==> config.mk <==
export PLATFORM = sky130hd
export DESIGN_NAME = app_lock_system
export DESIGN_NICKNAME = d
export VERILOG_FILES = /design/src/rtl/app_lock_system.sv
export SDC_FILE = /design/constraint.sdc
export NUM_CORES = 1
export LEC_CHECK = 0
export CORE_AREA = 5 5 42 44
export DETAILED_ROUTE_END_ITERATION = 16
export DIE_AREA = 0 0 47 49
export GPL_TIMING_DRIVEN = 0
export HOLD_SLACK_MARGIN = 0.1
export PLACE_DENSITY = 0.65
export SYNTH_ARGS = -nofsm -noshare
export SYNTH_HDL_FRONTEND = slang
export SYNTH_SLANG_ARGS = --single-unit
==> constraint.sdc <==
create_clock -name clk -period 0.82 [get_ports clk]
set_input_delay 0.164 -clock clk [delete_from_list [all_inputs] [get_ports clk]]
set_output_delay 0.164 -clock clk [all_outputs]
set_load 0.01 [all_outputs]
==> src/rtl/app_lock_system.sv <==
// Four-digit passcode comparator with a registered unlock flag and an optional
// failed-attempt lockout (MAX_FAILS = 0 leaves the lockout out of play).
module app_lock_system #(
  parameter int unsigned DIGIT_W        = 4,
  parameter int unsigned MAX_FAILS      = 0,
  parameter int unsigned LOCKOUT_CYCLES = 8
) (
  input  logic               clk,
  input  logic               reset,
  input  logic [DIGIT_W-1:0] digit1,
  input  logic [DIGIT_W-1:0] digit2,
  input  logic [DIGIT_W-1:0] digit3,
  input  logic [DIGIT_W-1:0] digit4,
  input  logic [DIGIT_W-1:0] set1,
  input  logic [DIGIT_W-1:0] set2,
  input  logic [DIGIT_W-1:0] set3,
  input  logic [DIGIT_W-1:0] set4,
  output logic               unlocked
);

  // Keep counters at least one bit wide so MAX_FAILS = 0 still elaborates cleanly.
  localparam int unsigned FailW  = (MAX_FAILS > 0) ? $clog2(MAX_FAILS + 1) : 1;
  localparam int unsigned TimerW = (LOCKOUT_CYCLES > 0) ? $clog2(LOCKOUT_CYCLES + 1) : 1;
  localparam logic [FailW-1:0]  MaxFails   = FailW'(MAX_FAILS);
  localparam logic [TimerW-1:0] LockCycles = TimerW'(LOCKOUT_CYCLES);
  localparam bit                LockoutEn  = (MAX_FAILS > 0);

  typedef enum logic {StNormal, StLocked} state_e;

  state_e            state_q;
  logic [FailW-1:0]  fail_q;
  logic [TimerW-1:0] timer_q;
  logic              unlocked_q;
  logic              match;
  logic [FailW-1:0]  fail_inc;

  // Exact bitwise equality per position; order matters, no BCD range check.
  assign match = (digit1 == set1) && (digit2 == set2) && (digit3 == set3) && (digit4 == set4);

  assign fail_inc = fail_q + FailW'(1);

  // Lockout FSM and registered unlock flag; reset overrides every state.
  always_ff @(posedge clk) begin
    if (reset) begin
      state_q    <= StNormal;
      fail_q     <= '0;
      timer_q    <= '0;
      unlocked_q <= 1'b0;
    end else if (!LockoutEn) begin
      state_q    <= StNormal;
      fail_q     <= '0;
      timer_q    <= '0;
      unlocked_q <= match;
    end else begin
      unique case (state_q)
        StNormal: begin
          if (match) begin
            unlocked_q <= 1'b1;
            fail_q     <= '0;
          end else begin
            unlocked_q <= 1'b0;
            if (fail_inc == MaxFails) begin
              // Threshold reached: hold the count saturated and start the timer.
              fail_q  <= MaxFails;
              timer_q <= LockCycles;
              state_q <= StLocked;
            end else begin
              fail_q <= fail_inc;
            end
          end
        end
        StLocked: begin
          // Correct codes are ignored here; only the timer ends the lockout.
          unlocked_q <= 1'b0;
          if (timer_q <= TimerW'(1)) begin
            timer_q <= '0;
            fail_q  <= '0;
            state_q <= StNormal;
          end else begin
            timer_q <= timer_q - TimerW'(1);
          end
        end
        default: begin
          unlocked_q <= 1'b0;
          fail_q     <= '0;
          timer_q    <= '0;
          state_q    <= StNormal;
        end
      endcase
    end
  end

  assign unlocked = unlocked_q;

endmodule

Word-level counts from Yosys, hierarchy flattened:

Index checks and enable logic that the tools add are counted.

* register bits: 1
* logic and storage cells: 8
* bits of input ports: 34
* output and inout port bits: 1

* equal/unequal tests: 4
* reduce and logical (&&, ||, !) cells: 3

Operators with widths (number)
* == test 4 bit: 4
* logical AND 1 bit: 3

Longest topological paths before layout:

* word-level depth: 4
* gate-level depth with buffers: 4
* gate-level depth less buffers: 4

Worst setup path after synthesis:

No wires, ideal clock.

* path type: input -> register
* start point: input port set3[3]
* end point: register unlocked_q, in the netlist unlocked
* slack: -0.029 ns
* cell stages on the path: 4
* library setup time: 0.073 ns
* buffers on the path: 0
* data arrival time: 0.776 ns
* path through: xor2_1 nor4_1 nand4_1 nor3_2

* cells in the longest elaborated chain, start to end: 3

Ends and longest elaborated chain
* start, declared: line 16 `input logic [DIGIT_W-1:0] set3,`
* == test 4 bit: line 38 `assign match = (digit1 == set1) && (digit2 == set2) && (digit3 == set3) && (digit4 == set4);`
* logical AND 1 bit (2 in a row): line 38
* end signal, assigned: line 53 `unlocked_q <= match;`
* end, declared: line 33 `logic unlocked_q;`

No other way between the ends.
A chain may end at the register's enable or synchronous reset.

Worst setup path in the final report:

* start point: input port set1[3]
* end point: register unlocked_q, in the netlist unlocked

* cells in the longest elaborated chain, start to end: 4

Ends and longest elaborated chain
* start, declared: line 14 `input logic [DIGIT_W-1:0] set1,`
* == test 4 bit: line 38
* logical AND 1 bit (3 in a row): line 38

No other way between the ends.

==> flow_summary.toml <==
[yosys]
synth_nets = 57
synth_compound_area_share_pct = 0
ys_warn_count = 0
synth_edf_count = 0
seq_area_frac_synth_pct = 10.00
yosys-top-cells-area = "xor2_1 (70%), dfxtp_1 (10%), nor4_1 (9.4%), nor3_2 (5.0%), nand4_1 (3.1%)"
synth_commonest_cells = "xor2_1 (16), nor4_1 (3)"
post-synth-top-count-cell = "xor2_1"
async_flop_share_pct = 0
avgSynthCellArea_um2 = 8.704
synthDistinctLibCells = 6
syn_area_um2 = 200.2
yosys.area.top_type = "xor2_1"
syn_inst = 23
synth_top_family_by_area = "XOR/XNOR gates"
yosys.area_share.simple_pct = 20.00
synth_seq_cells = 1
synth_ff_type = "dfxtp_1"
netlist.area_leader.share_pct = 70.00
synthMuxAreaShare_pct = 0
synth_xor_area_share_pct = 70.00
synthAdderAreaFrac_pct = 0

[drt]
highest_layer = "met3"
ant_nets = 0
wl_um = 714
wl_per_cell_um = 9.781
wl_met1_um = 216
wl_met3_um = 126
vias = 289
drtIter0Drc = 0
drtPass1Iterations = 1
drc = 0
vias_per_cell = 3.959
route.met2.wl_um = 372

[cells_and_area]
syn_to_final_growth_pct = 138.7
fin_nets = 93
nFillCells = 155
largest_reg_flops = 1
stdcell_count = 73
antennaDiodeCount = 0
drive_above_1_share_pct = 43.86
postLayoutCoreUtil_pct = 34.11
design_area_um2 = 478.0

[setup_path]
critical_path_class = "primary input to flop"
cp_cell_sequence = "dlygate4sd2_1, xor2_1, nor3_1, nand4_1, nor3_2"
path_delay_family = "simple AND/OR/NAND/NOR gates"
max_stage_delay_ns = 0.24
required_ns = 0.75
worst_setup_path_end_kind = "flop"
slowest_stage = "dlygate4sd2_1"
startpoint_type = "primary input"
cp_max_fo = 1
worst-path-buf-inv = 1
crit_arrival_ns = 0.95

[pwr]
power_density_nw_per_um2 = 489.7
share_seq_of_total_power_pct = 21.2
switching_share_pct = 27.98
leakage_nw = 0.2334
p_clk_share_pct = 0
pwr-share-comb_pct = 78.8
p_int_mw = 0.1686
power_switching_mw = 0.06548
ir_drop_uv = 123.9
power_mw = 0.2340

[floorplan]
dieWidth_um = 47
die_height_um = 49
rows = 14
dieArea_um2 = 2303
initial_core_util_pct = 14.29
core_um2 = 1401
io_pins = 35

[global_route]
grtUsageTotal_pct = 5.965
grt_max_degree = 2
grt_pass1_wl_um = 1117
antenna_found_initial = 0
grt-ovfl-total = 0
grt_pass1_vias = 291

[placement]
dpl.cell_count = 73
dp_hpwl_um = 700
pre_cts_ws_ns = -0.5865
gp_congestion = 0.5506
placed_cell_area_um2 = 560.5
port_buffers = 34

[timing]
fin_ws_ns = -0.2073
tightest_slew_ns = 0.2288
clock.fmax_mhz = 973.5
final.setup.tns_ns = -0.2073
setup_viol = 1
rsz0062_at_grt = "true"
slew_headroom_pct = 84.61
period_share_pct = 125.3
hold_viol = 0
fin_crit_ns = 1.027
whs_ns = 0.6254
timing_max_transition_violations_final = 0

[worst_hold_path]
hold_depth = 5
min_from = "set3[3]"
min_to = "unlocked$_SDFF_PP0_"
hold_path_class = "primary input to flop"

[status]
status = "complete, but fails checks"
violations = "setup timing"

[flow_run]
drv_cap = 0

[clock_network]
ctsHoldBuffers = 0
path_clk_slew_ns = 0
-- layer usage --
metal / vias to the layer above / global-route usage (%)
met5: - / 0
met4: 0 / 0
met3: 0 / 0.7380
met2: 19 / 11.09
met1: 123 / 7.391
li1: 147 / -
-- area by class of cell --
cell class / instances / area [um2] / share of cell area, %
well taps: 16 / 20.02 / 4.188
multi-input cells: 22 / 192.7 / 40.31
flip-flops and latches: 1 / 20.02 / 4.188
repair buffers: 34 / 245.2 / 51.31
-- cells in the final DEF, fill, tap and decap left out, drive strengths merged --
master	Yosys	layout
buf	0	19
xor2	16	16
clkdlybuf4s15	0	6
clkbuf	0	3
clkdlybuf4s50	0	3
dlygate4sd2	0	3
nor4	3	3
nor3	2	2
nand4	1	1
dfxtp	1	1
-- power by group through the flow --
stage,combinational (mW),sequential (mW),clock (mW)
finish,0.184,0.0497,0
global placement,0.231,0.0497,0
detailed placement,0.234,0.0497,0
CTS,0.178,0.0497,0
global route,0.204,0.0497,0
floorplan,0.0566,0.0497,0
-- what timing repair did --
item | in CTS | in global routing
gates cloned | 0 | 0
setup endpoints to repair | 2 | 1
pin swaps | 20 | 9
buffers inserted | 0 | 0
resized for setup | 83 | 9
-- how the worst max path moves through the flow --
stage / from / endpoint / slack (ns) / depth (start not counted)
after floorplan: set3[3] / unlocked$_SDFF_PP0_ / -0.03 / 4
after global placement: set3[3] / unlocked$_SDFF_PP0_ / -0.59 / 5
after detailed placement: set4[3] / unlocked$_SDFF_PP0_ / -0.59 / 5
after CTS: digit3[1] / unlocked$_SDFF_PP0_ / -0.32 / 5
after global routing: set3[3] / unlocked$_SDFF_PP0_ / -0.28 / 5
final: set1[3] / unlocked$_SDFF_PP0_ / -0.21 / 5
-- cells by family (layout without fill, tap and decap cells) --
family | count (synthesis) | in the layout
xor gates and xnor gates | 16 | 16
and+or+nand+nor | 6 | 6
DFF | 1 | 1
buffers and inverters | 0 | 34
Power figures use the tool's default switching activity.
